[src/rtl/mips_dbg_pkg.sv]
// Shared debug-dump constants and FSM state encodings for the MIPS core.
// Also used by the core's RF read-port address mux.
package mips_dbg_pkg;

  localparam int DBG_DATA_W = 32;
  localparam int RF_AW      = 5;
  localparam int IDX_W      = 6;

  localparam logic [IDX_W-1:0] PC_INDEX = 6'd32;

  typedef logic [2:0] state_t;

  localparam state_t S_IDLE    = 3'd0;
  localparam state_t S_STALL   = 3'd1;
  localparam state_t S_READ    = 3'd2;
  localparam state_t S_SEND    = 3'd3;
  localparam state_t S_SEND_PC = 3'd4;
  localparam state_t S_DONE    = 3'd5;

endpackage

[src/rtl/rf_dump_skid.sv]
// Single-entry output holding register for the dump stream.
// Contents change only on load, so they stay stable under back-pressure.
module rf_dump_skid
  import mips_dbg_pkg::*;
#(
  parameter int DATA_W = DBG_DATA_W
) (
  input  logic              clk,
  input  logic              rst_n,
  input  logic              load,
  input  logic [DATA_W-1:0] d_data,
  input  logic [IDX_W-1:0]  d_index,
  input  logic              d_last,
  output logic [DATA_W-1:0] q_data,
  output logic [IDX_W-1:0]  q_index,
  output logic              q_last
);

  always_ff @(posedge clk or negedge rst_n) begin
    if (!rst_n) begin
      q_data  <= '0;
      q_index <= '0;
      q_last  <= 1'b0;
    end else if (load) begin
      q_data  <= d_data;
      q_index <= d_index;
      q_last  <= d_last;
    end
  end

endmodule

[src/rtl/rf_dump_ctrl.sv]
// Debug-dump sequencer: stalls the core and streams RF (and optionally PC).
// Define RF_DUMP_PC_EN to append the PC word (index 32) to the stream.
module rf_dump_ctrl
  import mips_dbg_pkg::*;
#(
  parameter int NUM_REGS     = 32,
  parameter int DATA_W       = DBG_DATA_W,
  parameter int STALL_CYCLES = 1
) (
  input  logic              clk,
  input  logic              rst_n,
  input  logic              dump_req,
  input  logic [DATA_W-1:0] pc_in,
  output logic              cpu_stall,
  output logic              rf_rd_sel,
  output logic [RF_AW-1:0]  rf_rd_addr,
  input  logic [DATA_W-1:0] rf_rd_data,
  output logic              out_valid,
  input  logic              out_ready,
  output logic [DATA_W-1:0] out_data,
  output logic [IDX_W-1:0]  out_index,
  output logic              out_last,
  output logic              busy,
  output logic              done
);

  localparam logic [RF_AW-1:0] LAST_REG = RF_AW'(NUM_REGS - 1);
  localparam logic [7:0] STALL_END = 8'(STALL_CYCLES - 1);

  state_t            state;
  state_t            state_nx;
  logic              req_q;
  logic [RF_AW-1:0]  idx;
  logic [7:0]        stall_cnt;
  logic              req_edge;
  logic              hs;
  logic              is_last;
  logic              pc_take;
  logic              reg_last;
  logic [DATA_W-1:0] pc_word;
  logic              load;

  assign req_edge = dump_req & ~req_q;
  assign hs       = out_valid & out_ready;
  assign is_last  = (idx == LAST_REG);

`ifdef RF_DUMP_PC_EN
  assign pc_take  = (state == S_SEND) & hs & is_last;
  assign reg_last = 1'b0;
  assign pc_word  = pc_in;
`else
  logic unused_pc;
  assign unused_pc = ^pc_in;
  assign pc_take   = 1'b0;
  assign reg_last  = is_last;
  assign pc_word   = '0;
`endif

  always_comb begin
    state_nx = state;
    unique case (state)
      S_IDLE:    if (req_edge) state_nx = S_STALL;
      S_STALL:   if (stall_cnt == STALL_END) state_nx = S_READ;
      S_READ:    state_nx = S_SEND;
      S_SEND: begin
        if (hs) begin
          if (pc_take)      state_nx = S_SEND_PC;
          else if (is_last) state_nx = S_DONE;
          else              state_nx = S_READ;
        end
      end
      S_SEND_PC: if (hs) state_nx = S_DONE;
      S_DONE:    state_nx = S_IDLE;
      default:   state_nx = S_IDLE;
    endcase
  end

  always_ff @(posedge clk or negedge rst_n) begin
    if (!rst_n) begin
      state     <= S_IDLE;
      req_q     <= 1'b0;
      idx       <= '0;
      stall_cnt <= '0;
    end else begin
      state <= state_nx;
      req_q <= dump_req;
      if (state == S_STALL) stall_cnt <= stall_cnt + 8'd1;
      else                  stall_cnt <= '0;
      if (state == S_STALL)
        idx <= '0;
      else if ((state == S_SEND) && hs && !is_last)
        idx <= idx + RF_AW'(1);
    end
  end

  // Register words load in READ; the PC word loads on the last-reg handshake.
  assign load = (state == S_READ) | pc_take;

  rf_dump_skid #(
    .DATA_W (DATA_W)
  ) u_skid (
    .clk     (clk),
    .rst_n   (rst_n),
    .load    (load),
    .d_data  (pc_take ? pc_word : rf_rd_data),
    .d_index (pc_take ? PC_INDEX : IDX_W'(idx)),
    .d_last  (pc_take | reg_last),
    .q_data  (out_data),
    .q_index (out_index),
    .q_last  (out_last)
  );

  assign cpu_stall  = (state != S_IDLE);
  assign rf_rd_sel  = (state != S_IDLE);
  assign busy       = (state != S_IDLE);
  assign rf_rd_addr = idx;
  assign out_valid  = (state == S_SEND) | (state == S_SEND_PC);
  assign done       = (state == S_DONE);

endmodule

[config.mk]
export PLATFORM = sky130hd
export DESIGN_NAME = rf_dump_ctrl
export DESIGN_NICKNAME = d
export VERILOG_FILES = /design/src/rtl/mips_dbg_pkg.sv /design/src/rtl/rf_dump_skid.sv /design/src/rtl/rf_dump_ctrl.sv
export SDC_FILE = /design/constraint.sdc
export NUM_CORES = 1
export LEC_CHECK = 0
export ABC_AREA = 0
export ABC_CLOCK_PERIOD_IN_PS = 4500
export CORE_UTILIZATION = 35
export DETAILED_ROUTE_END_ITERATION = 16
export PLACE_DENSITY = 0.83
export REMOVE_ABC_BUFFERS = 1
export SYNTH_ARGS = -nofsm -noshare
export SYNTH_HDL_FRONTEND = slang
export SYNTH_SLANG_ARGS = --single-unit
[constraint.sdc]
create_clock -name clk -period 4.5 [get_ports clk]
set_input_delay 0.9 -clock clk [delete_from_list [all_inputs] [get_ports clk]]
set_output_delay 0.9 -clock clk [all_outputs]
set_load 0.005 [all_outputs]
# --- Word-level counts from Yosys, hierarchy flattened ---
# Index checks and enable logic that the tools add are counted.
word_totals:
  inputBits: 68
  output_inout_bits: 49
  word_cells: 40
  register_bits: 55
op_classes:
  bitwise_logic: 4
  n_eq_ne: 10
  add_sub_neg: 2
  reduce_logical: 8
  muxes: 9
ops:
  columns: ["cell", "count"]
  rows:
  - ["$mux W3", 5]
  - ["$pmux W3 S5", 1]
  - ["$mux W5", 2]
  - ["$add A8 B1 Y8 const B", 1]
  - ["$logic_not A8 Y1", 1]
  - ["$mux W8", 1]
  - ["$ne A2 B2 Y1 const B", 4]
  - ["$eq A3 B2 Y1 const B", 2]
  - ["$eq A3 B3 Y1 const B", 2]
  - ["$add A5 B1 Y5 const B", 1]
  - ["$eq A5 B5 Y1 const B", 1]
  - ["$reduce_and A4 Y1", 1]
  - ["$eq A3 B1 Y1 const B", 1]
  - ["$logic_not A3 Y1", 1]
  - ["$reduce_bool A3 Y1", 1]
  - ["$and A1 B1 Y1", 2]
  - ["$logic_and A1 B1 Y1", 2]
  - ["$reduce_bool A2 Y1", 1]
  - ["$logic_not A1 Y1", 1]
  - ["$not A1 Y1", 1]
  - ["$or A1 B1 Y1", 1]

# --- Depth between registers and ports, before layout ---
# Gate-level depths: netlist of the first run.
depth:
  ltp_word: 7
  mapped_depth: 6

# --- By module ---
# From an unflattened synthesis of the first run, not the netlist that was laid out.
hier_totals:
  cells_unflattened: 176
  hier_area_um2: 2406.1
by_module_without_submodules:
  columns: ["mod", "n_inst", "area_each_um2", "seq_area_each_um2", "cells_each"]
  rows:
  - ["rf_dump_skid", 1, 1493.9, 975.9, 82]
  - ["rf_dump_ctrl", 1, 912.1, 425.4, 94]

# --- Worst setup path before layout of the first run ---
# Ideal clock, no wire load.
synth_timing:
  kind: "register -> output"
  start: "register state[2]"
  end: "output cpu_stall"
  path_stages_with_launch: 4
  path_slack_ns: 2.559
  required_time_ns: 3.600
  t_arrival_ns: 1.041
  cell_sequence: "dfrtp_1 > buf_6 > or3_1 > buf_4"
synth_between:
  elab_chain_cells: 1
synth_lines:
  columns: ["item", "line", "source"]
  rows:
  - ["start: declaration", "rf_dump_ctrl.sv:30", "state_t state;"]
  - ["start signal: assignment", "rf_dump_ctrl.sv:85", "state <= state_nx;"]
  - ["$reduce_bool A3 Y1", null, null]
  - ["end: declaration", "rf_dump_ctrl.sv:14", "output logic cpu_stall,"]
# Every way passes these cells.

# --- Worst setup path after layout of the first run ---
layout_timing:
  start: "register state[2]"
  end: "output out_valid"
layout_between:
  elab_chain_cells: 2
  word_cells_on_any_way: 3
  cone_classes: "2 x eq/ne; 1 x bitwise"
layout_lines:
  columns: ["item", "line", "source"]
  rows:
  - ["$eq A3 B2 Y1 / $eq A3 B3 Y1 (equally long branches)", "rf_dump_ctrl.sv:117", "assign out_valid = (state == S_SEND) | (state == S_SEND_PC);"]
  - ["$or A1 B1 Y1 (*)", "rf_dump_ctrl.sv:117", null]
  - ["end: declaration", "rf_dump_ctrl.sv:18", "output logic out_valid,"]
# Mark *: on every way between the ends. The rest lies on a longest branch, timed or not.

==> results of run 1 <==
## per-stage QoR
| step | setup slack (ns) | power [uW] | hold WS [ns] | utilization, % |
|---|---|---|---|---|
| 2_1_floorplan | 2.35 | 853 | 0.492 | - |
| 3_3_place_gp | 2.19 | 1160 | 0.488 | 49.8 |
| 5_1_grt | 1.78 | 1520 | 0.526 | 51.3 |
| 4_1_cts | 1.85 | 1450 | 0.514 | 51.3 |
| 3_5_place_dp | 2.18 | 1170 | 0.494 | 49.8 |
| 6_report | 1.85 | 1430 | 0.509 | 51.3 |
## power breakdown
part           switching (uW)  total [uW]  internal (uW)
sequential               77.8         686            609
combinational             142         466            324
clock                     154         278            124
## layout by cell type (no fill, tap or decap), types with 2 or more instances in the layout
master           count
ha_1                 4
xor2_1               2
o21ai_0              8
and3_1               3
nand3_1              8
nand2_1              6
dfrtp_1             55
nor3_1               2
or3_1                4
mux2_2              38
clkbuf_8             6
clkdlybuf4s50_1     82
nor2_1               7
inv_1                5
a21oi_1              5
## metal layers
metal	part of all wire [%]	vias to the layer above	global-route usage (%)
met1	44	798	17.2
met3	4.2	4	2.67
li1	-	774	-
met5	0	-	0
met2	51	51	24.7
met4	0.94	0	4.16
## final timing paths
path | slack [ns] | end | depth (start not counted)
worst max-delay path | 1.85 | out_valid | 3
worst min-delay path | 0.51 | u_skid.q_data[16]$_DFFE_PN0N_ | 1
worst max register to register | 2.43 | rf_rd_addr[3]$_DFFE_PN0P_ | 6
worst min register to register | 0.51 | u_skid.q_data[16]$_DFFE_PN0N_ | 1
max in group asynchronous | 3.35 | u_skid.q_data[7]$_DFFE_PN0N_ | 2
min in group asynchronous | 0.71 | state[2]$_DFFE_PN0P_ | 2
## registers in the layout, indices dropped and copies added (netlist names)
register        flops
state               3
rf_rd_addr          5
u_skid.q_data      32
u_skid.q_index      5
req_q               1
u_skid.q_last       1
stall_cnt           8
## worst max-delay path, cell delays in order, from the launching register on
cell             delay, ns
dfrtp_1               0.48
nand2b_4              0.22
o21ai_0               0.21
clkdlybuf4s50_1       0.54
## area by class of cell
type | count | area [sq um] | share of cell area, %
Inverter | 5 | 18.8 | 0.573
Clock buffer | 6 | 82.6 | 2.52
Timing Repair Buffer | 84 | 833 | 25.4
Clock inverter | 1 | 8.76 | 0.267
Tap cell | 77 | 96.3 | 2.94
Multi-Input combinational cell | 106 | 858 | 26.2
Sequential cell | 55 | 1380 | 42.0
## synth_stat cells (all sizes together)
master,n,area [sq um]
o31ai,1,7.51
nor4b,1,8.76
xnor2,1,8.76
a21oi,5,25.0
nand2b,1,13.8
dfrtp,55,1380
conb,1,3.75
nand2,6,22.5
a221o,1,10.0
nor3b,1,7.51
xor2,2,17.5
and3,3,18.8
or3,4,25.0
and2,1,6.26
ha,4,50.1
mux2,38,428
nand3,8,40.0
and3b,1,8.76
nor2,8,32.5
a31o,1,8.76
mux2i,1,10.0
o21ai,8,40.0
or4,1,7.51
nor3,2,10.0
buf,10,82.6
nand3b,1,7.51
nor2b,1,6.26
nand4,1,6.26
inv,5,18.8
o211ai,1,7.51
nor4,1,6.26
or3b,1,8.76
## logic make-up (layout without fill, tap and decap cells)
group / count (synthesis) / in the layout / share of synthesized area (%)
AOI/OAI and AO/OA: 17 / 17 / 4.24
DFF: 55 / 55 / 59.0
muxes: 39 / 39 / 18.8
buffers and inverters: 15 / 96 / 4.35
and+or+nand+nor: 42 / 42 / 10.1
xor gates and xnor gates: 3 / 3 / 1.13
other: 1 / 1 / 0.161
adders and majority gates: 4 / 4 / 2.15
==> flow_metrics.env, run 1 <==
export IMPL_rsz0062_at_grt="false"
export IMPL_grt_first_pass_wirelength_um=7850
export IMPL_fin_crit_sh_pct=59.0
export IMPL_stdcell_count=334
export IMPL_crit_required_ns=3.60
export IMPL_hold_start="u_skid.q_data[16]$_DFFE_PN0N_"
export IMPL_nets=329
export IMPL_nFillCells=571
export IMPL_drive_above_1_share_pct=19.5
export IMPL_antenna_cells=0
export IMPL_yosysSeqAreaShare_pct=59.0
export IMPL_drc=0
export IMPL_vias=1627
export IMPL_hold_viol=0
export IMPL_final_area_sq_mm=0.00327
export IMPL_cap_violations=0
export IMPL_start_util_pct=36.5
export IMPL_dieArea_sq_mm=0.00699
export IMPL_io_pins=117
export IMPL_rows=29
export IMPL_clkSinkCount=55
export IMPL_dr_first_iter_drc_count=35
export IMPL_yosys_warnings=0
export IMPL_antenna_found_initial=0
export IMPL_p_leak_uw=0.00136
export IMPL_synth_avg_cell_area_sq_um=13.2
export IMPL_setup_viol=0
export IMPL_cp_arrival_ns=1.75
export IMPL_insertion_delay_ns=0.30
export IMPL_post_dp_hpwl_um=3260
export IMPL_wirelength_um=4580
export IMPL_powerDensity_mw_per_mm2=437
export IMPL_cts_resized=0
export IMPL_cts_buffers=5
export IMPL_max_freq_mhz=377
export IMPL_ir_drop_mv=0.253
export IMPL_core_sq_mm=0.00639
export IMPL_post_dp_cell_area_sq_mm=0.00318
export IMPL_synthCells=176
export IMPL_tightest_slew_ns=1.05
export IMPL_via_per_inst=4.87
export IMPL_min_period_ns=2.65
export IMPL_tns_ns=0
export IMPL_place_congestion=0.804
export IMPL_wire_per_inst_um=13.7
export IMPL_grt_pass1_vias=1631
export IMPL_startpoint_type="register"
export IMPL_io_buffers=83
export IMPL_grt_usage_pct=14.0
export IMPL_hold_class="register to register"
export IMPL_cts_root_buffer="clkbuf_8"
export IMPL_grt_overflow=0
export IMPL_clkSlewWorstSetupHoldPaths_ns=0.09
export IMPL_synth_distinct_cells=35
export IMPL_syn2layout_area_growth_pct=40.5
export IMPL_die_h_um=83.6
export IMPL_outcome="completed"
export IMPL_grt_max_degree=56
export IMPL_ant_nets=0
export IMPL_cts_hold_buf=0
export IMPL_path_class="register to output port"
export IMPL_critPathLaunch="state[2]$_DFFE_PN0P_"
export IMPL_finClkSkew_ns=0.00902
export IMPL_r2r_start="rf_rd_addr[0]$_DFFE_PN0P_"
export IMPL_placed_cells=327
export IMPL_slew_violations=0
export IMPL_first_pass_iters=4
export IMPL_max_clock_path_buffers=2
export IMPL_netlist_area_sq_mm=0.00233
export IMPL_maxSlewHeadroom_pct=29.8
export IMPL_cts_tree="built"
export IMPL_ys_ff_latch=55
export IMPL_h_tree_depth=2
export IMPL_die_x_um=83.6
export IMPL_crit_path_end_kind="output port"
export IMPL_post_cts_buffers=0
export IMPL_critical_path_max_fanout=10
No activity file was read; power rests on OpenSTA's default activity.
==> run 2: changes to the inputs <==
--- a/config.mk
+++ b/config.mk
@@ -6,10 +6,10 @@
 export NUM_CORES = 1
 export LEC_CHECK = 0
 export ABC_AREA = 0
-export ABC_CLOCK_PERIOD_IN_PS = 4500
+export ABC_CLOCK_PERIOD_IN_PS = 2300
 export CORE_UTILIZATION = 35
 export DETAILED_ROUTE_END_ITERATION = 16
-export PLACE_DENSITY = 0.83
+export PLACE_DENSITY = 0.85
 export REMOVE_ABC_BUFFERS = 1
 export SYNTH_ARGS = -nofsm -noshare
 export SYNTH_HDL_FRONTEND = slang
==> constraint.sdc (replaced) <==
create_clock -name clk -period 2.3 [get_ports clk]
set_input_delay 0.46 -clock clk [delete_from_list [all_inputs] [get_ports clk]]
set_output_delay 0.46 -clock clk [all_outputs]
set_load 0.005 [all_outputs]
==> run 2 against run 1 <==
Die area is the same; highest routed layer unchanged; total power up 99%; final cell count is 1.2% higher.
==> flow_metrics.env, run 2 (synthesis gave the netlist of run 1 again) <==
export IMPL_outcome="completed"
export IMPL_cts_resized=0
export IMPL_drc=0
export IMPL_clkSlewWorstSetupHoldPaths_ns=0.11
export IMPL_cts_root_buffer="clkbuf_8"
export IMPL_hold_viol=0
export IMPL_h_tree_depth=2
export IMPL_dr_first_iter_drc_count=44
export IMPL_insertion_delay_ns=0.32
export IMPL_slew_violations=0
export IMPL_syn2layout_area_growth_pct=42.0
export IMPL_vias=1673
export IMPL_io_pins=117
export IMPL_largest_register="u_skid.q_data"
export IMPL_p_int_uw=2070
export IMPL_antenna_found_initial=0
export IMPL_place_congestion=0.771
export IMPL_max_clock_path_buffers=2
export IMPL_max_freq_mhz=460
export IMPL_crit_path_end_kind="output port"
export IMPL_tightest_slew_ns=0.672
export IMPL_wirelength_um=4990
export IMPL_grt_first_pass_wirelength_um=8510
export IMPL_core_sq_mm=0.00639
export IMPL_rows=29
export IMPL_rsz0062_at_grt="false"
export IMPL_cts_buffers=5
export IMPL_layout_commonest_cell="clkdlybuf4s50_1"
export IMPL_power_share_switching_pct=27.3
export IMPL_clkSinkCount=55
export IMPL_critical_path_max_fanout=10
export IMPL_dieArea_sq_mm=0.00699
export IMPL_p_leak_uw=0.00138
export IMPL_drive_above_1_share_pct=20.7
export IMPL_tns_ns=0
export IMPL_cp_arrival_ns=1.71
export IMPL_grt_max_degree=56
export IMPL_pwr_share_comb_pct=33.8
export IMPL_largest_reg_flops=32
export IMPL_powerDensity_mw_per_mm2=861
export IMPL_antenna_cells=0
export IMPL_grt_overflow=0
export IMPL_path_class="register to output port"
export IMPL_min_period_ns=2.17
export IMPL_setup_viol=0
export IMPL_reg2reg_depth=6
export IMPL_die_h_um=83.6
export IMPL_utilization_pct=51.8
export IMPL_maxSlewHeadroom_pct=55.2
export IMPL_nets=332
export IMPL_wire_per_inst_um=14.8
export IMPL_first_pass_iters=4
export IMPL_final_cell_mix="clkdlybuf4s50_1 (82), dfrtp_1 (55), mux2_2 (38), o21ai_0 (8), nand3_1 (8)"
export IMPL_hold_class="input pin to async pin"
export IMPL_fin_crit_sh_pct=94.5
export IMPL_post_dp_hpwl_um=3550
export IMPL_reg_largest_list="u_skid.q_data (32), stall_cnt (8)"
export IMPL_cts_tree="built"
export IMPL_grt_pass1_vias=1765
export IMPL_clock_power_share_pct=19.4
export IMPL_start_util_pct=36.5
export IMPL_crit_required_ns=1.84
export IMPL_io_buffers=83
export IMPL_die_x_um=83.6
export IMPL_ant_nets=0
export IMPL_finClkSkew_ns=0.0147
export IMPL_ir_drop_mv=0.454
export IMPL_cts_hold_buf=0
export IMPL_p_seq_share_pct=46.8
export IMPL_startpoint_type="register"
export IMPL_cap_violations=0
export IMPL_grt_usage_pct=15.4
export IMPL_r2r_setup_slack_ns=0.29
export IMPL_post_cts_buffers=0
export IMPL_p_total_uw=2850
export IMPL_via_per_inst=4.95
export IMPL_p_sw_uw=777
==> run 2: cell type report <==
class	instances	area [sq um]
clock buffer	5	68.8
inverter	5	18.8
multi-input combinational	106	858
fill	533	3080
sequential	55	1380
clock inverter	3	23.8
timing repair buffer	87	868
tap	77	96.3
==> run 2: power by group through the flow <==
stage          registers, uW  clock network [uW]  logic, uW
4_1_cts                 1340                 571        978
3_3_place_gp            1340                   0        953
5_1_grt                 1380                 618       1030
3_5_place_dp            1360                   0        973
6_report                1330                 552        964
2_1_floorplan           1360                   0        305
==> run 2: final timing paths <==
kind,start,end
min in group clk,u_skid.q_data[14]$_DFFE_PN0N_,u_skid.q_data[14]$_DFFE_PN0N_
hold reg to reg,u_skid.q_data[14]$_DFFE_PN0N_,u_skid.q_data[14]$_DFFE_PN0N_
max in group asynchronous,rst_n,u_skid.q_index[2]$_DFFE_PN0N_
setup reg to reg,rf_rd_addr[0]$_DFFE_PN0P_,rf_rd_addr[3]$_DFFE_PN0P_
hold / removal,rst_n,state[1]$_DFFE_PN0P_
setup / recovery,state[2]$_DFFE_PN0P_,out_valid
==> run 2: stage by stage <==
step	instance area [sq um]	instances	setup slack, ns	hold WS, ns
4_1_cts	3310	338	0.114	0.287
2_1_floorplan	2250	166	0.152	0.164
3_3_place_gp	3220	330	0.382	0.488
5_1_grt	3310	338	0.0136	0.314
6_report	3310	338	0.127	0.259
3_5_place_dp	3220	330	0.352	0.494
==> run 2: critical path, cell delays in order, from the launching register on <==
cell	delay, ns
dfrtp_1	0.49
nand2b_4	0.22
o21ai_0	0.17
clkdlybuf4s50_1	0.52
==> run 2: per-layer routing <==
| layer | routed length (um) | up-vias | global-route usage, % |
|---|---|---|---|
| li1 | - | 788 | - |
| met1 | 2040 | 812 | 18.6 |
| met2 | 2620 | 63 | 26.6 |
| met3 | 227 | 10 | 3.26 |
| met4 | 98 | 0 | 6.63 |
| met5 | 0 | - | 0 |
